===== config.mk =====
export PLATFORM = sky130hd
export DESIGN_NAME = mod_inverse_ctrl_flat
export DESIGN_NICKNAME = d
export VERILOG_FILES = /design/src/rtl/mod_inverse_ctrl_pkg.sv /design/src/rtl/mod_inverse_ctrl_if.sv /design/src/rtl/mod_inverse_ctrl_egcd_step.sv /design/src/rtl/mod_inverse_ctrl.sv /design/src/flat_wrapper.sv
export SDC_FILE = /design/constraint.sdc
export NUM_CORES = 2
export LEC_CHECK = 0
export ABC_AREA = 1
export BUFFER_PORTS_ARGS = -buffer_cell sky130_fd_sc_hd__clkbuf_2
export CORE_AREA = 2 2 468 470
export CTS_CLUSTER_DIAMETER = 50
export CTS_CLUSTER_SIZE = 14
export DETAILED_ROUTE_END_ITERATION = 16
export DIE_AREA = 0 0 470 472
export SYNTH_ARGS = -nofsm -noshare
export SYNTH_HDL_FRONTEND = slang
export SYNTH_SLANG_ARGS = --single-unit

===== constraint.sdc =====
create_clock -name clk -period 80.5 [get_ports clk]
set_clock_uncertainty 0.05 [all_clocks]
set_input_delay 8.05 -clock clk [delete_from_list [all_inputs] [get_ports clk]]
set_output_delay 8.05 -clock clk [all_outputs]
set_load 0.02 [all_outputs]

===== src/rtl/mod_inverse_ctrl_pkg.sv =====
// Shared types for the modular-inverse controller: FSM states, coefficient width
// and the (old_r, r, old_s, s) Euclid tuple carried between steps.
package mod_inv_pkg;

  localparam int MOD_INV_WIDTH = 32;

  function automatic int coeff_w(input int word_w);
    return word_w + 1;
  endfunction

  localparam int COEFF_W = coeff_w(MOD_INV_WIDTH);

  typedef enum logic [1:0] {
    IDLE  = 2'd0,
    ITER  = 2'd1,
    FINAL = 2'd2
  } state_e;

  // One extra coefficient bit keeps |s| <= n representable as a signed value.
  typedef struct packed {
    logic        [MOD_INV_WIDTH-1:0] old_r;
    logic        [MOD_INV_WIDTH-1:0] r;
    logic signed [COEFF_W-1:0]       old_s;
    logic signed [COEFF_W-1:0]       s;
  } egcd_t;

endpackage


===== src/rtl/mod_inverse_ctrl_if.sv =====
// Request/result bundle of the modular-inverse controller.
// start_i is a request sampled only while idle; done_o is a one-cycle strobe and
// inv_o/error_o stay valid from that strobe until the next completion.
interface mod_inverse_ctrl_if #(
  parameter int WORD_WIDTH = 32
);
  logic                  start_i;
  logic [WORD_WIDTH-1:0] a_i;
  logic [WORD_WIDTH-1:0] n_i;
  logic                  busy_o;
  logic                  done_o;
  logic [WORD_WIDTH-1:0] inv_o;
  logic                  error_o;

  modport master (
    output start_i, a_i, n_i,
    input  busy_o, done_o, inv_o, error_o
  );

  modport slave (
    input  start_i, a_i, n_i,
    output busy_o, done_o, inv_o, error_o
  );
endinterface


===== src/rtl/mod_inverse_ctrl_egcd_step.sv =====
// One combinational extended-Euclid step: next tuple plus a flag for a zero remainder.
module egcd_step
  import mod_inv_pkg::*;
(
  input  egcd_t cur_i,
  output egcd_t nxt_o,
  output logic  r_zero_o
);
  localparam int W = MOD_INV_WIDTH;

  logic        [W-1:0]       divisor;
  logic        [W-1:0]       q;
  logic        [W-1:0]       rem;
  logic signed [COEFF_W-1:0] q_times_s;

  always_comb begin
    // r is never zero while iterating; the guard only keeps idle cycles well defined.
    divisor   = (cur_i.r == '0) ? W'(1) : cur_i.r;
    q         = cur_i.old_r / divisor;
    rem       = cur_i.old_r % divisor;
    q_times_s = $signed({1'b0, q}) * cur_i.s;
    nxt_o.old_r = cur_i.r;
    nxt_o.r     = rem;
    nxt_o.old_s = cur_i.s;
    nxt_o.s     = cur_i.old_s - q_times_s;
    r_zero_o    = (rem == '0);
  end
endmodule


===== src/rtl/mod_inverse_ctrl.sv =====
// Modular inverse a^-1 mod n by extended Euclid, one step per clock.
// Optional iteration limit: define MOD_INV_TIMEOUT_EN (limit given by MAX_ITER).
module mod_inverse_ctrl
  import mod_inv_pkg::*;
#(
  parameter int WORD_WIDTH = MOD_INV_WIDTH
`ifdef MOD_INV_TIMEOUT_EN
  , parameter int MAX_ITER = 64
`endif
) (
  input  logic               clk,
  input  logic               rst,
  mod_inverse_ctrl_if.slave  bus,
  output state_e             dbg_state_o
);
  localparam int W = WORD_WIDTH;

  state_e         state_q;
  egcd_t          tup_q;
  egcd_t          step_nxt;
  logic           step_r_zero;
  logic [W-1:0]   n_q;
  logic           illegal_q;
  logic           busy_q;
  logic           done_q;
  logic [W-1:0]   inv_q;
  logic           err_q;
  logic           illegal_d;
  logic           fail_d;
  logic [W-1:0]   inv_d;
`ifdef MOD_INV_TIMEOUT_EN
  localparam int ITER_W = $clog2(MAX_ITER + 1);
  logic [ITER_W-1:0] iter_q;
  logic              timeout_q;
`endif

  egcd_step u_step (
    .cur_i    (tup_q),
    .nxt_o    (step_nxt),
    .r_zero_o (step_r_zero)
  );

  always_comb begin
    illegal_d = (bus.n_i < W'(2)) || (bus.a_i == '0) || (bus.a_i >= bus.n_i);
    fail_d    = illegal_q || (tup_q.old_r != W'(1));
`ifdef MOD_INV_TIMEOUT_EN
    fail_d    = fail_d || timeout_q;
`endif
    // Negative coefficient folds into [0, n-1]; modulo-2^W arithmetic is exact here.
    inv_d = tup_q.old_s[COEFF_W-1] ? (tup_q.old_s[W-1:0] + n_q) : tup_q.old_s[W-1:0];
  end

  always_ff @(posedge clk) begin
    if (rst) begin
      state_q   <= IDLE;
      tup_q     <= '0;
      n_q       <= '0;
      illegal_q <= 1'b0;
      busy_q    <= 1'b0;
      done_q    <= 1'b0;
      inv_q     <= '0;
      err_q     <= 1'b0;
`ifdef MOD_INV_TIMEOUT_EN
      iter_q    <= '0;
      timeout_q <= 1'b0;
`endif
    end else begin
      done_q <= 1'b0;
      unique case (state_q)
        IDLE: begin
          if (bus.start_i) begin
            n_q         <= bus.n_i;
            tup_q.old_r <= bus.n_i;
            tup_q.r     <= bus.a_i;
            tup_q.old_s <= '0;
            tup_q.s     <= COEFF_W'(1);
            illegal_q   <= illegal_d;
            busy_q      <= 1'b1;
            state_q     <= illegal_d ? FINAL : ITER;
`ifdef MOD_INV_TIMEOUT_EN
            iter_q      <= '0;
            timeout_q   <= 1'b0;
`endif
          end
        end
        ITER: begin
          tup_q <= step_nxt;
          if (step_r_zero) begin
            state_q <= FINAL;
          end
`ifdef MOD_INV_TIMEOUT_EN
          else if (iter_q == ITER_W'(MAX_ITER - 1)) begin
            timeout_q <= 1'b1;
            state_q   <= FINAL;
          end
          iter_q <= iter_q + ITER_W'(1);
`endif
        end
        FINAL: begin
          busy_q  <= 1'b0;
          done_q  <= 1'b1;
          inv_q   <= fail_d ? '0 : inv_d;
          err_q   <= fail_d;
          state_q <= IDLE;
        end
        default: state_q <= IDLE;
      endcase
    end
  end

  assign bus.busy_o  = busy_q;
  assign bus.done_o  = done_q;
  assign bus.inv_o   = inv_q;
  assign bus.error_o = err_q;
  assign dbg_state_o = state_q;
endmodule

===== src/flat_wrapper.sv =====
// flat-port wrapper written by rule: the top's interface ports become plain ports
module mod_inverse_ctrl_flat import mod_inv_pkg::*;
#(
  parameter int WORD_WIDTH = MOD_INV_WIDTH

)
  (clk, rst, dbg_state_o, bus_start_i, bus_a_i, bus_n_i, bus_busy_o, bus_done_o, bus_inv_o, bus_error_o);
  mod_inverse_ctrl_if #(.WORD_WIDTH(WORD_WIDTH)) bus_i ();
  input  logic clk;
  input  logic rst;
  output state_e dbg_state_o;
  input wire logic [$bits(bus_i.start_i)-1:0] bus_start_i;
  input wire logic [$bits(bus_i.a_i)-1:0] bus_a_i;
  input wire logic [$bits(bus_i.n_i)-1:0] bus_n_i;
  output wire logic [$bits(bus_i.busy_o)-1:0] bus_busy_o;
  output wire logic [$bits(bus_i.done_o)-1:0] bus_done_o;
  output wire logic [$bits(bus_i.inv_o)-1:0] bus_inv_o;
  output wire logic [$bits(bus_i.error_o)-1:0] bus_error_o;
  assign bus_i.start_i = bus_start_i;
  assign bus_i.a_i = bus_a_i;
  assign bus_i.n_i = bus_n_i;
  assign bus_busy_o = bus_i.busy_o;
  assign bus_done_o = bus_i.done_o;
  assign bus_inv_o = bus_i.inv_o;
  assign bus_error_o = bus_i.error_o;
  mod_inverse_ctrl #(.WORD_WIDTH(WORD_WIDTH)) u_core (.clk(clk), .rst(rst), .bus(bus_i), .dbg_state_o(dbg_state_o));
endmodule

# After elaboration in Yosys (flattened, before gate mapping)
# Cells that the tools add are included.
[word_totals]
reg_bits = 200
wordCells = 48
[classes]
n_addsub = 2
mul = 1
n_div = 2
n_lt_le_gt_ge = 2
eq_ne = 5
n_mux = 12
reduce_logical = 13
[op_table]
columns = ["operator", "count"]
rows = [
  ["$pmux 130 s2", 1],
  ["$mux 130", 1],
  ["$logic_not 32->1", 3],
  ["$mux 32", 3],
  ["$mul 33x33->33", 1],
  ["$sub 33x33->33", 1],
  ["$add 32x32->32", 1],
  ["$div 32x32->32", 1],
  ["$ge 32x32->1", 1],
  ["$lt 32x2->1 const B", 1],
  ["$mod 32x32->32", 1],
  ["$ne 32x1->1 const B", 1],
  ["$reduce_and 2->1", 4],
  ["$mux 2", 3],
  ["$pmux 2 s2", 1],
  ["$reduce_bool 2->1", 2],
  ["$logic_or 1x1->1", 3],
  ["$eq 2x1->1 const B", 1],
  ["$eq 2x2->1 const B", 1],
  ["$logic_not 2->1", 1],
  ["$mux 1", 2],
  ["$ne 2x1->1 const B", 1],
  ["$ne 2x2->1 const B", 1],
  ["$pmux 1 s2", 1],
]

# Depth between registers and ports, before layout
[logic_depth]
ltp_word = 6
mapped_depth = 570
ltp_nobuf = 558

# Cells and area by module
# From an unflattened synthesis, not the netlist that was laid out.
[unflattened]
cells_unflattened = 9097
area_unflattened_um2 = 58708.8
[modules_own_cells]
columns = ["mod", "instances", "cells_each", "area_each_um2", "seq_area_each_um2"]
rows = [
  ["egcd_step", 1, 7524, 48218.7, 0.0],
  ["mod_inverse_ctrl", 1, 1573, 10490.1, 4003.8],
]

# Worst setup path after synthesis
# Ideal clock, no wire load.
[synth_timing]
path_kind = "register -> register"
startpoint = "reg u_core.tup_q[68] (netlist name)"
endpoint = "reg u_core.tup_q[31] (netlist name)"
arrival_ns = 65.941
required_ns = 80.318
setup_slack_ns = 14.377
path_stages_with_launch = 521
path_buffers = 22
cell_sequence = "dfxtp_1 > inv_1 > nand2_1 > nor2_4 > nand2_2 > nor2_2 > nand2_4 > nand2_8 > inv_4 > buf_4 > ha_1 > o21a_1 > nor2_1 > nor2_1 > nand2_1 > inv_1 > or2_2 > nand2_1 > [... 485 more ...] > nor2_1 > o21ai_0 > nand3_1 > nand2_1 > nand2_1 > o21ai_0 > inv_1 > o21ai_0 > inv_1 > o21ai_0 > and2_1 > nor2_1 > inv_1 > a21oi_1 > inv_1 > a21oi_1 > o21ai_0 > a21oi_1"
[synth_between]
elab_chain_len = 6
[synth_lines]
columns = ["element", "line_no", "text"]
rows = [
  ["from (decl)", "mod_inverse_ctrl.sv:19", "egcd_t tup_q;"],
  ["from (signal assigned)", "mod_inverse_ctrl.sv:87", "tup_q <= step_nxt;"],
  ["$logic_not 32->1", "mod_inverse_ctrl_egcd_step.sv:18", "divisor = (cur_i.r == '0) ? W'(1) : cur_i.r;"],
  ["$mux 32 (*)", "mod_inverse_ctrl_egcd_step.sv:18", ""],
  ["$div 32x32->32 (*)", "mod_inverse_ctrl_egcd_step.sv:19", "q = cur_i.old_r / divisor;"],
  ["$mul 33x33->33 (*)", "mod_inverse_ctrl_egcd_step.sv:21", "q_times_s = $signed({1'b0, q}) * cur_i.s;"],
  ["$sub 33x33->33 (*)", "mod_inverse_ctrl_egcd_step.sv:25", "nxt_o.s = cur_i.old_s - q_times_s;"],
  ["$pmux 130 s2 (*)", "mod_inverse_ctrl.sv:69", "unique case (state_q)"],
]
# Every way passes the cells marked *; elsewhere a longest branch is shown, timed or not.
# A chain may end at the register's enable or synchronous reset.

# Final worst setup path
[layout_timing]
startpoint = "reg u_core.tup_q[97] (netlist name)"
endpoint = "reg u_core.tup_q[31] (netlist name)"
# The elaborated chain is that of the path after synthesis.

==> implementation parameters <==
Parameter                              Value

Run status
  Outcome    complete, no violations

Logic synthesis
  #FFs+latches synth    200
  Post-synthesis async set-or-reset flop share    0
  Fraction of the yosys area taken by sequential cells    0.0688
  Top cells by area, synth    fa_1 (16%), ha_1 (16%), nand2_1 (16%)
  Adder-cell share of the synthesized area    0.322
  Cell taking the most area after synthesis    fa_1
  Top-area cell type share of the netlist area    0.162
  Cell count after synthesis    8811
  Simple logic cell fraction of the synthesized area    0.271
  Compound-Gate Fraction of Synth Area    0.140
  Count of flip-flops with a built-in enable after synthesis    0
  Main combinational cell family by area after synthesis    adder cells
  Number of different library cells in the post-synthesis netlist    83
  Fraction of synthesized area in multiplexers    0.000860
  Primary flip-flop cell chosen by synthesis mapping    dfxtp_1
  Xor/xnor share of the synthesized area    0.0700
  Combined area of all synthesized cells    0.0582 sq mm
  Syn avg cell area    6.60 sq um
  Post-Synthesis Net Count    10.1k
  Synth warn    0

Clock tree
  Clock latency of the later-clocked register in the worst-skew pair    0.48 ns
  CTS Hold Buffers Added    0
  CTS tree    built
  Clk pin slew, worst setup/hold paths    0.09 ns
  Total CTS buffers    17
  Max Buffers Root-to-Sink    2
  TritonCTS Sinks    200
  Number of H-tree levels    4
  Cell at the root of the clock tree    clkbuf_16

Min path
  Path category of the worst min-delay check    reg2reg
  Hold endpoint    u_core.bus.inv_o[30]$_SDFFE_PP0P_
  Number of instances on the worst hold path    2
  Hold path startpoint    u_core.bus.inv_o[30]$_SDFFE_PP0P_

Floorplanning
  IO Pins    104
  Total core area    0.217 sq mm
  Die H    472 um
  Die Width    470 um
  Std-Cell Rows    171
  Initial Utilization    0.269
  DIE AREA    0.222 sq mm

Critical path
  Endpoint type of the worst setup path    register
  R2R setup slack    7.03 ns
  Data required time of the critical path    80.78 ns
  Slowest Stage Delay on Critical Path    0.56 ns
  Worst path slowest cell    fa_1
  Worst r2r path cells    518
  Largest fanout on the critical path    25
  Startpoint class of the critical path    register
  Critical register-to-register path endpoint    u_core.tup_q[31]$_SDFFE_PP0P_
  Cell family with the largest share of critical-path delay    simple AND/OR/NAND/NOR gates
  Data arrival time of the critical path    73.75 ns
  Cell with the most instances on the worst path    nand2_1
  Worst reg2reg path startpoint    u_core.tup_q[97]$_SDFFE_PP0P_
  Category of the most critical setup path    reg2reg
  Buffering stage count on the worst path with inverters included    96

Timing
  Setup Viol. Count Final    0
  Count of endpoints failing hold in the final timing report    0
  Final cycle utilization of the critical path    0.913
  Maximum frequency from static timing analysis    0.0136 GHz
  Hold_ws    0.423 ns
  Worst slew slack as a fraction of its limit    0.213
  Worst-margin pin slew    1.18 ns
  Slew Limit Fails    0
  Minimum clock period    73.47 ns

Placement
  Detailed placement HPWL    169 mm
  Final estimated routing congestion in global placement    0.965
  # port buffers    103

Routing
  DRC errors left    0
  Detailed-route wire length    213 mm
  Post-DR vias/cell    4.91
  Antenna viol nets, final    0
  Pre-antenna DRT Iters    6
  Per-cell routed wire length    18.2 um
  Violation count after the first detailed-routing iteration    4865
  Vias after detailed routing    57.4k

Layout
  Most common cell after layout, fill and taps aside    nand2_1
  Final #Nets    10.1k
  Leading cell types in the layout, fill and taps excluded    nand2_1 (2395), inv_1 (1469), ha_1 (740)
  Fraction of layout cells with a size suffix above 1    0.0841
  Area growth from synthesis to final layout    8.88%

Global route
  Via count of the first global-routing pass    54.5k
  Final global-route overflow total    0
  Global routing usage summed across all routing layers    0.185
  Pin count of the biggest net entering global routing    90
  Antenna violations before repair    9
  First-pass GRT wire length    321 mm

Flow run
  Max-cap check violation count    0
cell families (layout without fill, tap and decap cells):
family                   after synthesis  after routing
multiplexers                           5              5
other                                  0              7
adder cells (fa/ha/maj)             1212           1212
buffers and inverters               1827           1833
flip-flops                           200            200
AND/OR/NAND/NOR                     3679           3682
AO/OA/AOI/OAI                       1423           1425
XOR/XNOR                             465            465
cells in the mapped netlist (all sizes together) (40+ instances only):
master,number
dfxtp,200
buf,79
nor4,51
nand4,65
clkbuf,205
nor3,83
nand2,2502
fa,472
nor2,484
a21oi,712
xnor2,152
o21ai,402
xor2,313
o21bai,40
a31oi,61
nand3,372
ha,740
inv,1533
or2,70
flip-flops by register name (all words and copies together), names as in the netlist:
name,flops
u_core.tup_q,130
u_core.bus.busy_o,1
u_core.illegal_q,1
u_core.bus.error_o,1
u_core.bus.done_o,1
u_core.bus.inv_o,32
u_core.dbg_state_o,2
u_core.n_q,32
per-layer routing:
layer,GRT usage,share of wire,vias to the layer above
li1,-,-,28083
met1,0.247,0.44,26974
met2,0.305,0.45,1925
met3,0.0209,0.066,375
met4,0.0655,0.042,2
met5,0,0.000061,-
layout make-up:
cell class	instances	area, sq um
timing repair inverter	2	16.3
antenna	7	17.5
fill	24179	153000
multi-input combinational	6789	47500
inverter	1539	5880
clock inverter	12	110
timing repair buffer	260	1830
clock buffer	20	437
tap	2854	3570
sequential	200	4010
worst max path at each step:
stage | start | endpoint | slack [ns] | cells after the start
final | u_core.tup_q[97]$_SDFFE_PP0P_ | u_core.tup_q[31]$_SDFFE_PP0P_ | 7.03 | 518
after global routing | u_core.tup_q[97]$_SDFFE_PP0P_ | u_core.tup_q[31]$_SDFFE_PP0P_ | -0.22 | 521
after floorplan | u_core.tup_q[68]$_SDFFE_PP0P_ | u_core.tup_q[31]$_SDFFE_PP0P_ | 14.38 | 520
after global placement | u_core.tup_q[91]$_SDFFE_PP0P_ | u_core.tup_q[31]$_SDFFE_PP0P_ | 0.81 | 521
after detailed placement | u_core.tup_q[91]$_SDFFE_PP0P_ | u_core.tup_q[31]$_SDFFE_PP0P_ | 0.01 | 521
after CTS | u_core.tup_q[91]$_SDFFE_PP0P_ | u_core.tup_q[31]$_SDFFE_PP0P_ | 0.21 | 526
through the flow:
step / setup TNS (ns) / setup slack [ns] / std cells / util / cell area, sq um
global route: -0.429 / -0.218 / 11683 / 0.292 / 63300
detailed placement: 0 / 0.0129 / 11577 / 0.284 / 61400
global placement: 0 / 0.811 / 11577 / 0.284 / 61400
finish: 0 / 7.03 / 11683 / 0.292 / 63300
CTS: 0 / 0.207 / 11610 / 0.286 / 62000
floorplan: 0 / 14.38 / 8811 / - / 58200
tightest hold or removal path, stage by stage (launching register included):
cell and delay, ns:
dfxtp_1 0.31, nand3_1 0.07, nand2_1 0.05
timing repair:
action,CTS,global route
pin swaps,1,22
cloned,1,9
setup endpoints to repair,4,67
resized for setup,2,205
setup buffers,0,57
Power is not shown: default switching activity piles up to over one toggle a cycle in this logic, so the estimate is an artifact.
